--- src/rtl/store_buffer.sv ---
// store_buffer: in-order posted-write FIFO between the memory pipeline stage
// and the data memory write port, with youngest-match load forwarding.
module store_buffer #(
  parameter int DEPTH = 4,
  parameter int AW    = 64,
  parameter int DW    = 64
) (
  input  logic                     clk_i,
  input  logic                     rst_ni,
  input  logic                     st_valid_i,
  input  logic [AW-1:0]            st_addr_i,
  input  logic [DW-1:0]            st_data_i,
  output logic                     st_ready_o,
  input  logic [AW-1:0]            ld_addr_i,
  output logic                     ld_hit_o,
  output logic [DW-1:0]            ld_data_o,
  input  logic                     mem_busy_i,
  output logic                     mem_write_o,
  output logic [AW-1:0]            mem_addr_out_o,
  output logic [DW-1:0]            write_data_o,
  output logic                     empty_o,
  output logic [$clog2(DEPTH):0]   count_o
);

  localparam int PW = $clog2(DEPTH);
  localparam int CW = PW + 1;

  logic [AW-1:0]    addr_q [DEPTH];
  logic [DW-1:0]    data_q [DEPTH];
  logic [DEPTH-1:0] valid_q;
  logic [PW-1:0]    head_q, head_d;
  logic [PW-1:0]    tail_q, tail_d;
  logic [CW-1:0]    count_q, count_d;
  logic             push, pop;
  logic [PW-1:0]    idx;

  // Status and handshake outputs depend only on registered state, so a
  // store request can never combinationally affect its own ready.
  always_comb begin
    empty_o        = (count_q == '0);
    st_ready_o     = (count_q != CW'(DEPTH));
    count_o        = count_q;
    mem_write_o    = !empty_o && !mem_busy_i;
    mem_addr_out_o = empty_o ? '0 : addr_q[head_q];
    write_data_o   = empty_o ? '0 : data_q[head_q];
    push           = st_valid_i && st_ready_o;
    pop            = mem_write_o;
  end

  // Next-state pointers and occupancy; a simultaneous push and pop keeps
  // the count while both pointers advance.
  always_comb begin
    head_d  = pop  ? head_q + 1'b1 : head_q;
    tail_d  = push ? tail_q + 1'b1 : tail_q;
    count_d = count_q;
    case ({push, pop})
      2'b10:   count_d = count_q + 1'b1;
      2'b01:   count_d = count_q - 1'b1;
      default: count_d = count_q;
    endcase
  end

  // Entry storage and pointer registers; reset discards all pending stores.
  always_ff @(posedge clk_i or negedge rst_ni) begin
    if (!rst_ni) begin
      head_q  <= '0;
      tail_q  <= '0;
      count_q <= '0;
      valid_q <= '0;
      for (int i = 0; i < DEPTH; i++) begin
        addr_q[i] <= '0;
        data_q[i] <= '0;
      end
    end else begin
      if (push) begin
        addr_q[tail_q]  <= st_addr_i;
        data_q[tail_q]  <= st_data_i;
        valid_q[tail_q] <= 1'b1;
      end
      if (pop) begin
        valid_q[head_q] <= 1'b0;
      end
      head_q  <= head_d;
      tail_q  <= tail_d;
      count_q <= count_d;
    end
  end

  // Forwarding walks entries from oldest to youngest so the last match
  // seen, the one closest to tail, supplies the load data.
  always_comb begin
    ld_hit_o  = 1'b0;
    ld_data_o = '0;
    idx       = '0;
    for (int k = 0; k < DEPTH; k++) begin
      idx = head_q + k[PW-1:0];
      if (valid_q[idx] && (addr_q[idx] == ld_addr_i)) begin
        ld_hit_o  = 1'b1;
        ld_data_o = data_q[idx];
      end
    end
  end

endmodule

--- config.mk ---
export PLATFORM = sky130hd
export DESIGN_NAME = store_buffer
export DESIGN_NICKNAME = d
export VERILOG_FILES = /design/src/rtl/store_buffer.sv
export SDC_FILE = /design/constraint.sdc
export NUM_CORES = 2
export LEC_CHECK = 0
export CORE_MARGIN = 3
export CORE_UTILIZATION = 35
export CTS_BUF_LIST = sky130_fd_sc_hd__clkbuf_2
export DETAILED_ROUTE_END_ITERATION = 16
export HOLD_SLACK_MARGIN = 0.12
export PLACE_DENSITY_LB_ADDON = 0.1
export REMOVE_ABC_BUFFERS = 1
export SLEW_MARGIN = 40
export SYNTH_ARGS = -nofsm -noshare
export SYNTH_HDL_FRONTEND = slang
export SYNTH_SLANG_ARGS = --single-unit
export TNS_END_PERCENT = 100
--- constraint.sdc ---
create_clock -name clk_i -period 10 [get_ports clk_i]
set_input_delay 2 -clock clk_i [delete_from_list [all_inputs] [get_ports clk_i]]
set_output_delay 2 -clock clk_i [all_outputs]
set_load 0.05 [all_outputs]
### Word-level counts from Yosys, hierarchy flattened

Cells that the tools add are included.

| operators by class | value |
|---|---|
| multiplexer cells | 53 |
| equality and inequality tests | 7 |
| magnitude comparators | 13 |
| add/subtract/negate cells | 6 |
| bitwise operators | 8 |
| reductions and logical operators | 13 |

Operators with widths:

| kind | count |
|---|---|
| two-way mux 64 bit | 23 |
| binary-select mux 64 bit (select 2 bit) | 8 |
| bitwise mux 256 bit | 2 |
| equality test 64 bit | 4 |
| demux 64 bit (select 2 bit) | 1 |
| >= comparator 3 bit, second input constant | 5 |
| less-than comparator 2 x 3 -> 1 bit, second input constant | 5 |
| NOT 2 -> 3 bit | 5 |
| two-way mux 1 bit | 10 |
| logical AND 1 bit | 9 |
| binary-select mux 1 bit (select 2 bit) | 4 |
| two-way mux 4 bit | 2 |
| case mux 3 bit (2 select lines) | 1 |
| adder 2 x 1 -> 2 bit, second input constant | 2 |
| adder 2 bit, second input constant | 2 |
| AND 4 bit | 1 |
| demux 1 bit (select 2 bit) | 2 |
| >= comparator 2 x 1 -> 1 bit, second input constant | 2 |
| NOT 4 bit | 1 |
| bitwise OR 4 bit | 1 |
| adder 3 x 1 -> 3 bit, second input constant | 1 |
| zero test 3 bit | 1 |
| less-than comparator 3 x 1 -> 1 bit, second input constant | 1 |
| != test 3 bit, second input constant | 1 |
| 5 further kinds | 6 |

| storage, ports and cells | value |
|---|---|
| output and inout bits | 199 |
| logic and storage cells | 112 |
| input port bits | 196 |
| register bits | 523 |

### Longest topological paths before layout

| logic depth | value |
|---|---|
| word-level depth | 10 |
| gate-level depth with buffers | 24 |
| gate-level depth less buffers | 11 |

### Worst setup path before layout

No wires, ideal clock.

| timing path | value |
|---|---|
| path type | register to output |
| from | register head_q[0] |
| to | output port ld_data_o[10] |
| data arrival time | 5.088 ns |
| setup slack | 2.912 ns |
| data required time | 8.000 ns |
| buffers on the path | 12 |
| cell stages (with the launch flop) | 23 |
| cell sequence | dfrtp_1 -> buf_2 -> buf_6 -> buf_6 -> inv_2 -> buf_2 -> buf_2 -> buf_1 -> ha_1 -> buf_4 -> buf_6 -> buf_6 -> buf_4 -> buf_4 -> mux2i_1 -> o32ai_1 -> a2111oi_0 -> nand4_1 -> or4_4 -> nand2_2 -> buf_2 -> o22ai_1 -> nor2_1 |

| between the ends | value |
|---|---|
| elaborated cells between the ends (all ways) | 51 |
| classes of those cells | 3 x add/sub; 4 x eq/ne; 36 x mux; 4 x bitwise; 4 x reduce/logical |

RTL lines:

| item | line | source |
|---|---|---|
| from (decl) | 31 | `logic [PW-1:0] head_q, head_d;` |
| from (signal assigned) | 66 | `head_q <= '0;` |
| from (signal assigned) | 83 | `head_q <= head_d;` |
| adder 2 bit (*) | 96 | `idx = head_q + k[PW-1:0];` |
| via idx[0] | 35 | `logic [PW-1:0] idx;` |
| NOT 2 -> 3 bit (not written as such) | 97, 99 |  |
| binary-select mux 64 bit (select 2 bit) | 97 | `if (valid_q[idx] && (addr_q[idx] == ld_addr_i)) begin` |
| two-way mux 64 bit (not written as such) (2 in series) | 97 |  |
| equality test 64 bit | 97 |  |
| logical AND 1 bit | 97 |  |
| two-way mux 64 bit (*) | 97 |  |
| to (decl) | 16 | `output logic [DW-1:0] ld_data_o,` |

Mark *: on every way through the listed nets, which the timed path passes. The rest lies on a longest branch. The select of a mux whose other input is x is not followed.

### Final worst setup path

| timing path | value |
|---|---|
| from | register head_q[1] |
| to | output port ld_data_o[44] |

| between the ends | value |
|---|---|
| longest elaborated chain between the ends | 10 |
| elaborated cells between the ends (all ways) | 51 |
| classes of those cells | 3 x add/sub; 4 x eq/ne; 36 x mux; 4 x bitwise; 4 x reduce/logical |

Ends and longest elaborated chain:

| item | line |
|---|---|
| adder 2 x 1 -> 2 bit / NOT 2 -> 3 bit (equally long branches) | 96, 97, 99 |
| NOT 2 -> 3 bit (not written as such) / binary-select mux 64 bit (select 2 bit) (equally long branches) | 97, 99 |
| binary-select mux 64 bit (select 2 bit) / two-way mux 64 bit (equally long branches) | 97 |
| two-way mux 64 bit (not written as such) | 97 |
| two-way mux 64 bit (not written as such) / equality test 64 bit (equally long branches) | 97 |
| equality test 64 bit / logical AND 1 bit (equally long branches) | 97 |
| logical AND 1 bit / two-way mux 64 bit (equally long branches) | 97 |
| two-way mux 64 bit (2 in series) | 97 |
| two-way mux 64 bit (*) | 97 |

Mark *: on every way between the ends. The rest lies on a longest branch, timed or not. The select of a mux whose other input is x is not followed.

==> insert_results.sql <==
INSERT INTO impl_metrics (metric_group, metric, value, unit) VALUES
('routing', 'route.vias.total', '29400', ''),
('routing', 'drt-initial-drc-count', '2247', ''),
('worst_setup_path', 'setup.worst_path.start', 'head_q[1]$_DFFE_PN0P_', ''),
('worst_setup_path', 'timing.critical_path.cells', 'inv_1 > ha_4 > buf_12 > buf_4 > buf_4 > mux4_2 > xnor2_1 > nand4_1 > nor4_1 > nand4_1 > nor4_1 > buf_4 > or2_4 > buf_12 > a221oi_1 > nor2_1 > clkdlybuf4s50_1', ''),
('synth', 'fraction_of_the_yosys_area_taken_by_sequential_cells', '34.1', '%'),
('worst_setup_path', 'required', '8.00', 'ns'),
('worst_setup_path', 'crit_fanout', '50', ''),
('synth', 'synth.cell_area', '38400', 'um^2'),
('floorplanning', 'start_util', '35.6', '%'),
('sta', 'post-route-period-util', '95.8', '%'),
('floorplanning', 'die_height', '337', 'um'),
('cts', 'cts-root-to-sink-buffers', '3', ''),
('finish', 'instances_no_fill', '4774', ''),
('worst_setup_path', 'cp_common_cell', 'buf_4', ''),
('cts', 'numClockSinks', '523', ''),
('sta', 'final-setup-viol-count', '0', ''),
('synth', 'synth_async_sr_flop_share', '100', '%'),
('global_route', 'gr-max-usage-layer', 'met2', ''),
('sta', 'worst_hold_slack', '0.459', 'ns'),
('routing', 'post_drt_via_cell_ratio', '6.15', ''),
('finish', 'drive_gt1_share', '39.8', '%'),
('cts', 'cts.clk_slew.worst_paths', '0.12', 'ns'),
('cts', 'cts.htree.levels', '4', ''),
('floorplanning', 'std_cell_core_area', '108000', 'um^2'),
('routing', 'wire_per_inst', '31.5', 'um'),
('job', 'cap_violations', '0', ''),
('routing', 'drt_first_pass_iters', '5', ''),
('sta', 'final-max-slew-violation-count', '0', ''),
('floorplanning', 'placement_rows', '120', ''),
('worst_setup_path', 'end_point_of_the_critical_path', 'ld_data_o[44]', ''),
('global_route', 'first_pass_grt_wire_length', '217000', 'um'),
('cts', 'tritoncts.num_buffers', '159', ''),
('global_route', 'globalRoute.totalOverflow', '0', ''),
('floorplanning', 'chipWidth', '337', 'um'),
('worst_setup_path', 'r2r_cells', '7', ''),
('hold_path', 'min_path_type', 'in -> async', ''),
('synth', 'yosys.cell_types.count', '67', ''),
('synth', 'synth_cells', '2878', ''),
('synth', 'synth_enable_flop_cells', '0', ''),
('cts', 'cts_tree', 'built', ''),
('floorplanning', 'io_pins', '395', ''),
('worst_setup_path', 'cp_slowest_stage_delay', '0.82', 'ns'),
('sta', 'finalHoldViolations', '0', ''),
('placed_design', 'hpwl', '107000', 'um'),
('synth', 'synth-seq-cells', '523', ''),
('worst_setup_path', 'data_arrival_at_the_endpoint_of_the_critical_path', '7.58', 'ns'),
('finish', 'most-common-layout-cells', '535 x mux2_2, 521 x dfrtp_1, 443 x mux4_2, 391 x clkdlybuf4s50_1, 222 x clkbuf_2', ''),
('worst_setup_path', 'cp_slowest_cell', 'clkdlybuf4s50_1', ''),
('sta', 'slew-limit-headroom', '31.5', '%'),
('synth', 'synth_ff_type', 'dfrtp_1', ''),
('placed_design', 'post-place-ws', '1.19', 'ns'),
('sta', 'setup_tns', '0', 'ns'),
('cts', 'root_buffer_cell', 'clkbuf_2', ''),
('sta', 'fmax', '104', 'MHz'),
('global_route', 'met2_use_gr', '42.0', '%'),
('sta', 'finalCriticalPeriod', '9.58', 'ns'),
('global_route', 'grtUsageTotal', '26.1', '%'),
('worst_setup_path', 'worst-setup-path-type', 'reg -> out', ''),
('floorplanning', 'floorplan.die_area', '114000', 'um^2'),
('placed_design', 'port_buffers', '394', ''),
('worst_setup_path', 'setup.worst_path.end_class', 'output port', ''),
('routing', 'drt.antenna.violating_nets', '0', ''),
('sta', 'finalClockSkew', '0.0976', 'ns'),
('synth', 'syn_area_per_cell', '13.4', 'um^2'),
('finish', 'fillerInstances', '10100', ''),
('placed_design', 'placed_cells', '4472', ''),
('global_route', 'grt_util_met1', '34.7', '%'),
('status', 'outcome', 'finished, final reports clean', ''),
('worst_setup_path', 'worst-r2r-setup-slack', '6.54', 'ns'),
('global_route', 'first_global_vias', '30400', ''),
('global_route', 'initial_antenna_violation_count', '24', '');
cells in the mapped netlist, types with 6 or more instances:
cell type	n	area share (%)
mux2_2	535	16
dfrtp_1	523	34
mux4_2	443	26
mux2i_1	159	4.1
xnor2_1	145	3.3
clkbuf_1	138	1.3
and2_1	121	2.0
nor2_1	96	0.94
o22ai_1	84	1.4
a221oi_1	74	1.7
buf_2	64	0.83
nand2_1	49	0.48
inv_1	45	0.44
buf_4	37	0.72
nand4_1	35	0.57
xor2_1	29	0.66
nand3_1	23	0.30
buf_6	19	0.56
o21ai_0	19	0.25
a21oi_1	18	0.23
a22oi_1	18	0.35
nor4_1	17	0.28
buf_1	16	0.16
o221ai_1	14	0.32
o211ai_1	13	0.25
a211oi_1	9	0.18
a2bb2oi_1	9	0.21
ha_1	9	0.29
nand2b_1	9	0.15
nor3_1	8	0.10
a2111oi_0	7	0.16
and3_1	7	0.11
o2111ai_1	7	0.16
o32ai_1	7	0.16
nor2b_1	6	0.098
o2bb2ai_1	6	0.14
or2_2	6	0.098
metal layers:
| metal | up-vias | wire (um) | share of wire, % |
|---|---|---|---|
| met2 | 1109 | 71700 | 48 |
| met1 | 15800 | 63400 | 42 |
| met3 | 215 | 10600 | 7.0 |
| met4 | 18 | 4380 | 2.9 |
| li1 | 12200 | - | - |
| met5 | - | 116 | 0.077 |
worst min-delay path by stage:
stage	startpoint	endpoint	slack [ns]	cells after the start
final	rst_ni	addr_q[150]$_DFFE_PN0P_	0.46	1
after CTS	rst_ni	addr_q[244]$_DFFE_PN0P_	0.43	1
after detailed placement	count_o[2]$_DFFE_PN0P_	count_o[2]$_DFFE_PN0P_	0.53	1
after global routing	rst_ni	addr_q[113]$_DFFE_PN0P_	0.24	1
after floorplan	addr_q[212]$_DFFE_PN0P_	addr_q[212]$_DFFE_PN0P_	0.53	1
after global placement	count_o[2]$_DFFE_PN0P_	count_o[2]$_DFFE_PN0P_	0.51	1
state kept, by name, indices dropped and copies added, names as in the netlist:
| name | count |
|---|---|
| addr_q | 256 |
| data_q | 256 |
| valid_q | 4 |
| count_o | 3 |
| head_q | 2 |
| tail_q | 2 |
cell families after synthesis:
group           count (synthesis)  synth area share [%]
xor+xnor                      174                  3.97
flops                         523                  34.1
buf+inv                       322                  4.09
fa+ha+maj                      10                 0.345
compound gates                317                  6.25
simple gates                  395                  5.51
mux                          1137                  45.8
final cells by class:
class	count	area, um^2	area share, %
Antenna cell	19	47.5	0.105
Clock inverter	48	370	0.815
Tap cell	1403	1760	3.87
Multi-Input combinational cell	2033	23800	52.5
Inverter	47	176	0.388
Timing Repair Buffer	479	5020	11.1
Clock buffer	222	1110	2.45
Sequential cell	523	13100	28.8
metrics by stage:
step	util (%)	instance area (um^2)
after CTS	41.8	45200
after global routing	42.1	45400
after global placement	40.3	43500
after floorplan	-	37000
final	42.1	45400
after detailed placement	40.4	43600
what timing repair did:
action                                  in CTS  in global routing
pin swaps                                    0                  1
resized for setup                            0                  0
hold endpoints to repair                     0                  0
endpoints found under the setup margin      63                 57
setup buffers                                2                  8
hold buffers                                 0                  0
worst max-delay path: cells and delay by family (launching register included):
kind / cells / cell delay [ns]
xor+xnor: 1 / 0.56
fa+ha+maj: 1 / 0.37
mux: 1 / 0.36
compound gates: 1 / 0.09
buf+inv: 7 / 2.02
simple gates: 6 / 1.78
flops: 1 / 0.80
Power is left out: the tool's default activity adds up to more than one toggle a clock period on the data nets, which glitch-free logic cannot reach.
